## src/rtl/irq_ctrl_if.sv

```systemverilog
// Bundles the commit-side inputs, request/mask inputs and redirect outputs of irq_ctrl.
// The master modport drives the inputs; the slave modport belongs to the controller.
interface irq_ctrl_if #(
  parameter int unsigned N_IRQ = 8
);
  logic             enable_int;
  logic [31:0]      pc;
  logic [11:0]      opcode;
  logic [N_IRQ-1:0] irq_lines;
  logic             mask_we;
  logic [N_IRQ-1:0] mask_wdata;
  logic             irr;
  logic [31:0]      irr_dest;
  logic [31:0]      irr_ret;
  logic [N_IRQ-1:0] irq_ack;
  logic             in_service;

  modport master (
    output enable_int, pc, opcode, irq_lines, mask_we, mask_wdata,
    input  irr, irr_dest, irr_ret, irq_ack, in_service
  );

  modport slave (
    input  enable_int, pc, opcode, irq_lines, mask_we, mask_wdata,
    output irr, irr_dest, irr_ret, irq_ack, in_service
  );
endinterface

```

## src/rtl/irq_ctrl.sv

```systemverilog
// Fixed-priority interrupt controller that redirects the PC at an instruction boundary.
// Define IRQ_EDGE_EN for rising-edge requests; the default build is level-triggered.
module irq_ctrl #(
  parameter int unsigned N_IRQ      = 8,
  parameter logic [31:0] VEC_BASE   = 32'h0000_0100,
  parameter int unsigned VEC_STRIDE = 16
) (
  input logic       clk,
  input logic       rst,
  irq_ctrl_if.slave bus
);
  localparam int unsigned SEL_W     = (N_IRQ > 1) ? $clog2(N_IRQ) : 1;
  localparam logic [11:0] OP_RETIRQ = 12'b001110011000;

  typedef enum logic [1:0] {IDLE, TAKE, SERVICE} state_t;

  state_t           state;
  state_t           state_next;
  logic [N_IRQ-1:0] mask;
  logic [N_IRQ-1:0] pending;
  logic [N_IRQ-1:0] cand;
  logic [N_IRQ-1:0] sel_onehot;
  logic [N_IRQ-1:0] irq_ack_q;
  logic [SEL_W-1:0] sel;
  logic [SEL_W-1:0] win_idx;
  logic [31:0]      irr_ret_q;
  logic             load_sel;
  logic             take_commit;

  always_ff @(posedge clk or posedge rst) begin
    if (rst) begin
      mask <= '0;
    end else if (bus.mask_we) begin
      mask <= bus.mask_wdata;
    end
  end

  assign sel_onehot = N_IRQ'(1) << sel;

`ifdef IRQ_EDGE_EN
  logic [N_IRQ-1:0] prev;

  // A new rising edge on the line being acknowledged wins over the clear.
  always_ff @(posedge clk or posedge rst) begin
    if (rst) begin
      prev    <= '0;
      pending <= '0;
    end else begin
      prev    <= bus.irq_lines;
      pending <= (pending & ~(take_commit ? sel_onehot : '0)) | (bus.irq_lines & ~prev);
    end
  end
`else
  assign pending = bus.irq_lines;
`endif

  assign cand = pending & mask;

  always_comb begin
    win_idx = '0;
    for (int i = int'(N_IRQ) - 1; i >= 0; i--) begin
      if (cand[i]) begin
        win_idx = SEL_W'(i);
      end
    end
  end

  always_ff @(posedge clk or posedge rst) begin
    if (rst) begin
      state <= IDLE;
    end else begin
      state <= state_next;
    end
  end

  // TAKE is committed once entered: only enable_int moves it on.
  always_comb begin
    state_next  = state;
    load_sel    = 1'b0;
    take_commit = 1'b0;
    case (state)
      IDLE: begin
        if (|cand) begin
          load_sel   = 1'b1;
          state_next = TAKE;
        end
      end
      TAKE: begin
        if (bus.enable_int) begin
          take_commit = 1'b1;
          state_next  = SERVICE;
        end
      end
      SERVICE: begin
        if (bus.enable_int && (bus.opcode == OP_RETIRQ)) begin
          state_next = IDLE;
        end
      end
      default: state_next = IDLE;
    endcase
  end

  always_ff @(posedge clk or posedge rst) begin
    if (rst) begin
      sel       <= '0;
      irr_ret_q <= '0;
      irq_ack_q <= '0;
    end else begin
      irq_ack_q <= take_commit ? sel_onehot : '0;
      if (load_sel) begin
        sel <= win_idx;
      end
      if (take_commit) begin
        irr_ret_q <= bus.pc;
      end
    end
  end

  assign bus.irr        = (state == TAKE);
  assign bus.irr_dest   = (state == TAKE) ? (VEC_BASE + (32'(sel) * VEC_STRIDE)) : 32'h0;
  assign bus.irr_ret    = irr_ret_q;
  assign bus.irq_ack    = irq_ack_q;
  assign bus.in_service = (state == SERVICE);
endmodule

```

## src/flat_wrapper.sv

```systemverilog
// flat-port wrapper written by rule: the top's interface ports become plain ports
module irq_ctrl_flat 
#(
  parameter int unsigned N_IRQ      = 8,
  parameter logic [31:0] VEC_BASE   = 32'h0000_0100,
  parameter int unsigned VEC_STRIDE = 16
)
  (clk, rst, bus_enable_int, bus_pc, bus_opcode, bus_irq_lines, bus_mask_we, bus_mask_wdata, bus_irr, bus_irr_dest, bus_irr_ret, bus_irq_ack, bus_in_service);
  irq_ctrl_if #(.N_IRQ(N_IRQ)) bus_i ();
  input logic clk;
  input logic rst;
  input wire logic [$bits(bus_i.enable_int)-1:0] bus_enable_int;
  input wire logic [$bits(bus_i.pc)-1:0] bus_pc;
  input wire logic [$bits(bus_i.opcode)-1:0] bus_opcode;
  input wire logic [$bits(bus_i.irq_lines)-1:0] bus_irq_lines;
  input wire logic [$bits(bus_i.mask_we)-1:0] bus_mask_we;
  input wire logic [$bits(bus_i.mask_wdata)-1:0] bus_mask_wdata;
  output wire logic [$bits(bus_i.irr)-1:0] bus_irr;
  output wire logic [$bits(bus_i.irr_dest)-1:0] bus_irr_dest;
  output wire logic [$bits(bus_i.irr_ret)-1:0] bus_irr_ret;
  output wire logic [$bits(bus_i.irq_ack)-1:0] bus_irq_ack;
  output wire logic [$bits(bus_i.in_service)-1:0] bus_in_service;
  assign bus_i.enable_int = bus_enable_int;
  assign bus_i.pc = bus_pc;
  assign bus_i.opcode = bus_opcode;
  assign bus_i.irq_lines = bus_irq_lines;
  assign bus_i.mask_we = bus_mask_we;
  assign bus_i.mask_wdata = bus_mask_wdata;
  assign bus_irr = bus_i.irr;
  assign bus_irr_dest = bus_i.irr_dest;
  assign bus_irr_ret = bus_i.irr_ret;
  assign bus_irq_ack = bus_i.irq_ack;
  assign bus_in_service = bus_i.in_service;
  irq_ctrl #(.N_IRQ(N_IRQ), .VEC_BASE(VEC_BASE), .VEC_STRIDE(VEC_STRIDE)) u_core (.clk(clk), .rst(rst), .bus(bus_i));
endmodule
```

## config.mk

```make
export PLATFORM = sky130hd
export DESIGN_NAME = irq_ctrl_flat
export DESIGN_NICKNAME = d
export VERILOG_FILES = /design/src/rtl/irq_ctrl_if.sv /design/src/rtl/irq_ctrl.sv /design/src/flat_wrapper.sv
export SDC_FILE = /design/constraint.sdc
export NUM_CORES = 1
export LEC_CHECK = 0
export ABC_AREA = 1
export CORE_AREA = 2 2 87 89
export DETAILED_ROUTE_END_ITERATION = 16
export DIE_AREA = 0 0 89 91
export GPL_TIMING_DRIVEN = 0
export PLACE_DENSITY = 0.78
export RECOVER_POWER = 50
export SLEW_MARGIN = 20
export SYNTH_ARGS = -nofsm -noshare
export SYNTH_HDL_FRONTEND = slang
export SYNTH_SLANG_ARGS = --single-unit
```

## constraint.sdc

```tcl
create_clock -name clk -period 1.8 [get_ports clk]
set_clock_uncertainty 0.15 [all_clocks]
set_input_delay 0.54 -clock clk [delete_from_list [all_inputs] [get_ports clk]]
set_output_delay 0.54 -clock clk [all_outputs]
set_load 0.02 [all_outputs]
```

**Word-level counts from Yosys, hierarchy flattened**

Cells that the tools add are included.

- Add/sub/neg operators: 1
- $mul: 0
- Divide/modulo/power cells: 0
- Magnitude comparators: 0
- Equality and inequality tests: 6
- Shift-type cells: 1
- Muxes and demuxes: 18
- Bitwise operators: 1
- Reductions and logical operators: 4

Operators with widths:

| kind | number |
|---|---|
| $mux W32 | 1 |
| $mux W3 | 8 |
| $eq A12 B10 Y1 const B | 1 |
| $add A9 B7 Y10 const A | 1 |
| $and A8 B8 Y8 | 1 |
| $mux W8 | 1 |
| $reduce_or A8 Y1 | 1 |
| $shl A1 B3 Y8 const A | 1 |
| $mux W2 | 3 |
| $pmux W2 S3 | 1 |
| $mux W1 | 4 |
| $ne A2 B1 Y1 const B | 2 |
| $reduce_and A3 Y1 | 1 |
| $eq A2 B1 Y1 const B | 1 |
| $eq A2 B2 Y1 const B | 1 |
| $logic_not A2 Y1 | 1 |
| $ne A2 B2 Y1 const B | 1 |
| $logic_and A1 B1 Y1 | 1 |

- Register bits: 53
- Bits in latches: 0
- Bits in writable memories: 0
- ROM bits: 0
- Bits of input ports: 64
- Word-level logic and storage cells: 36
- Memories kept: 0

**Longest topological paths before layout**

Gate-level depths: netlist of the first run.

- Depth after elaboration: 9
- Gate-level depth with buffers: 10
- Gate-level depth less buffers: 10

**Worst setup path after synthesis of the first run**

OpenSTA, ideal clock, no wires.

- Path kind: register -> output
- From: reg u_core.state[1]
- To: out bus_irr_dest[8]
- Arrival time: 0.898 ns
- Required time: 1.110 ns
- Path slack: 0.212 ns
- Cell stages (with the launch flop): 5
- Path buffers: 1
- Cells stage by stage: dfrtp_1 -> inv_1 -> nand2_2 -> inv_1 -> buf_4

- Longest elaborated chain between the ends: 2

Ends and longest elaborated chain:

| item | line | text |
|---|---|---|
| start: declaration | irq_ctrl.sv:17 | `state_t state;` |
| start signal: assignment | irq_ctrl.sv:72 | `state <= state_next;` |
| $eq A2 B1 Y1 | -- |  |
| named net bus_irr | flat_wrapper.sv:18 | `output wire logic [$bits(bus_i.irr)-1:0] bus_irr;` |
| $mux W32 | irq_ctrl.sv:120 | `assign bus.irr_dest = (state == TAKE) ? (VEC_BASE + (32'(sel) * VEC_STRIDE)) : 32'h0;` |
| end: declaration | flat_wrapper.sv:19 | `output wire logic [$bits(bus_i.irr_dest)-1:0] bus_irr_dest;` |

The timed path passes the listed nets, and every way through them passes these cells.

**Final worst setup path of the first run**

- From: reg u_core.state[0]
- To: out bus_irr_dest[8]

- Longest elaborated chain between the ends: 2

Ends and longest elaborated chain:

| item | line |
|---|---|
| $eq A2 B1 Y1 | irq_ctrl.sv:120 |
| $mux W32 | irq_ctrl.sv:120 |

No other way between the ends.

==> results of run 1 <==
## where the power goes
group,internal (uW),leakage (uW),switching (uW),total (uW)
Clock,418,0.0000554,391,809
Sequential,1610,0.000666,211,1820
Combinational,1010,0.00139,1410,2410
Total,3030,0.00211,2010,5040
## final cells by class
class	instances	area (um^2)	share of cell area (%)
multi-input combinational	196	850	22.1
sequential	53	1330	34.4
timing repair buffer	114	1100	28.7
buffer	36	283	7.34
clock inverter	2	38.8	1.01
inverter	13	52.6	1.36
clock buffer	6	72.6	1.88
tap	99	124	3.22
## metrics by stage
step / setup TNS, ns / area, um^2 / instances / setup slack [ns] / util (%)
finish: -0.0800 / 3850 / 519 / -0.0406 / 53.9
detailed placement: -6.14 / 3750 / 507 / -0.323 / 52.6
global placement: -16.91 / 3700 / 505 / -0.288 / 51.8
global route: -0.496 / 3850 / 519 / -0.114 / 53.9
CTS: -0.110 / 3850 / 518 / -0.0732 / 53.9
floorplan: 0 / 2490 / 298 / 0.212 / -
## repair_timing
item | in CTS | in global routing
pin swaps | 1 | 1
buffers inserted | 3 | 1
resized for setup | 79 | 3
endpoints found under the setup margin | 46 | 6
## cell usage in the layout, fill, tap and decap left out, types with 9 or more instances in the layout
cell / instances
nand2_1: 131
dfrtp_1: 53
clkdlybuf4s50_1: 52
dlygate4sd2_1: 40
buf_4: 37
conb_1: 28
nor2_1: 16
dlygate4sd3_1: 10
inv_1: 9
## worst max-delay path, cell delays in order, from the launching register on
cell and delay (ns):
dfrtp_1 0.43, nand2_4 0.14, inv_4 0.05, buf_6 0.11
buf_6 0.12
## worst max-delay path by stage
| stage | cells after the start | slack [ns] | endpoint | from |
|---|---|---|---|---|
| 3_3_place_gp | 5 | -0.29 | bus_irr_dest[8] | u_core.state[1] |
| 3_5_place_dp | 5 | -0.32 | bus_irr_dest[8] | u_core.state[1] |
| 6_report | 4 | -0.04 | bus_irr_dest[8] | u_core.state[0] |
| 5_1_grt | 4 | -0.11 | bus_irr_dest[8] | u_core.state[0] |
| 2_1_floorplan | 4 | 0.21 | bus_irr_dest[8] | u_core.state[1] |
| 4_1_cts | 4 | -0.07 | bus_irr_dest[8] | u_core.state[0] |
## per-layer routing
| layer | GRT usage (%) | vias up | wire, um |
|---|---|---|---|
| met5 | 0 | - | 0 |
| met2 | 27.1 | 85 | 2950 |
| met1 | 17.1 | 925 | 2430 |
| li1 | - | 1056 | - |
| met4 | 2.24 | 0 | 42 |
| met3 | 5.18 | 6 | 549 |
## state kept, by name (all words and copies together) (netlist names)
name and cells:
u_core.bus.irq_ack 8, u_core.mask 8, u_core.state 2, u_core.bus.irr_ret 32
u_core.sel 3
## cell families after synthesis
| logic type | share of synthesized area [%] |
|---|---|
| simple gates | 25.7 |
| flops | 55.6 |
| buf+inv | 13.7 |
| mux | 3.77 |
| compound gates | 1.10 |
| other cells | 0.157 |
==> flow_metrics.env, run 1 <==
export IMPL_run_status="finished, violations left"
export IMPL_violations="negative setup slack"
export IMPL_wirelength_um=5980
export IMPL_grt_overflow_total=0
export IMPL_worstPathMaxFanout=6
export IMPL_drt_pass1_iterations=3
export IMPL_holdBufCountCts=0
export IMPL_hold_slack_ns=0.323
export IMPL_grt_usage_pct=15.0
export IMPL_ys_warn_count=0
export IMPL_synth_area_top_cells="dfrtp_1 (56%), nand2_1 (21%), buf_4 (10%)"
export IMPL_yosys_area_top_type="dfrtp_1"
export IMPL_ios=138
export IMPL_power_density_nw_per_um2=1310
export IMPL_tightest_slew_ns=0.767
export IMPL_drive_gt1_share_pct=17.1
export IMPL_nets=483
export IMPL_fin_crit_ns=1.84
export IMPL_dp_hpwl_um=4730
export IMPL_ant_nets=0
export IMPL_grt_pass1_vias=2067
export IMPL_setup_ws_ns=-0.0406
export IMPL_antenna_found_initial=0
export IMPL_endpoint_kind="output pin"
export IMPL_async_flop_share_pct=100
export IMPL_viasPerCell=3.99
export IMPL_finalHoldViolations=0
export IMPL_drv_cap=0
export IMPL_finalCritPeriodShare_pct=102
export IMPL_cts_sinks=53
export IMPL_worst_hold_startpoint="u_core.bus.irr_ret[6]"
export IMPL_relSlewSlack_pct=48.6
export IMPL_ys_seq_elements=53
export IMPL_cts_root_buf="clkbuf_8"
export IMPL_path_class="flop to output pin"
export IMPL_cts_tree="built"
export IMPL_grt_pass1_wl_um=9620
export IMPL_synth_seq_area_share_pct=55.6
export IMPL_min_path_type="flop to flop"
export IMPL_required_ns=1.11
export IMPL_vias=2072
export IMPL_critPathLaunchType="flop"
export IMPL_whs_path_depth=2
export IMPL_p_leak_uw=0.00211
export IMPL_yosys_top_cells_count="nand2_1 (131), dfrtp_1 (53), buf_4 (32)"
export IMPL_ff2ff_path_depth=9
export IMPL_gp_congestion=0.697
export IMPL_grt_max_degree=24
export IMPL_r2r_start="u_core.state[1]"
export IMPL_synth_top_area_share_pct=55.6
export IMPL_antenna_cells=0
export IMPL_cts_made_buffers=5
export IMPL_setup_viol=3
export IMPL_row_count=31
export IMPL_syn_area_per_cell_um2=8.81
export IMPL_worstSkewPairLatency_ns=0.31
export IMPL_reg2reg_to="u_core.bus.irr_ret[7]"
export IMPL_rsz0062_at_grt="true"
export IMPL_min_to="u_core.bus.irr_ret[6]"
export IMPL_start_util_pct=33.5
export IMPL_synthToLayoutAreaGrowth_pct=61.3
export IMPL_synth_flop_cell="dfrtp_1"
export IMPL_finalPower_uw=5040
export IMPL_netlist_instances=271
export IMPL_arrival_ns=1.15
export IMPL_synth_most_common_cell="nand2_1"
export IMPL_drt_iter0_markers=43
export IMPL_ys_types=18
export IMPL_cts_buffer_depth=2
export IMPL_finalMaxSlewViolations=0
export IMPL_die_area_um2=8100
export IMPL_h_tree_depth=2
export IMPL_clk_pin_slew_ns=0.10
export IMPL_nFillCells=676
export IMPL_die_y_um=91
export IMPL_fp_coreArea_um2=7140
export IMPL_drcViolationCount=0
export IMPL_r2r_setup_slack_ns=0.19
export IMPL_portBuffers=108
export IMPL_die_x_um=89
export IMPL_synth_edf_count=0
export IMPL_fmaxAchievable_mhz=543
export IMPL_ir_drop_uv=419
export IMPL_syn_area_um2=2390
export IMPL_wl_per_cell_um=11.5
(Power assumes the default switching activity.)
==> inputs of run 2 (changes only) <==
--- a/config.mk
+++ b/config.mk
@@ -6,6 +6,7 @@
 export NUM_CORES = 1
 export LEC_CHECK = 0
 export ABC_AREA = 1
+export CAP_MARGIN = 20
 export CORE_AREA = 2 2 87 89
 export DETAILED_ROUTE_END_ITERATION = 16
 export DIE_AREA = 0 0 89 91
==> results of run 2 <==
Final layout, timing and power as in run 1 (identical DEF).
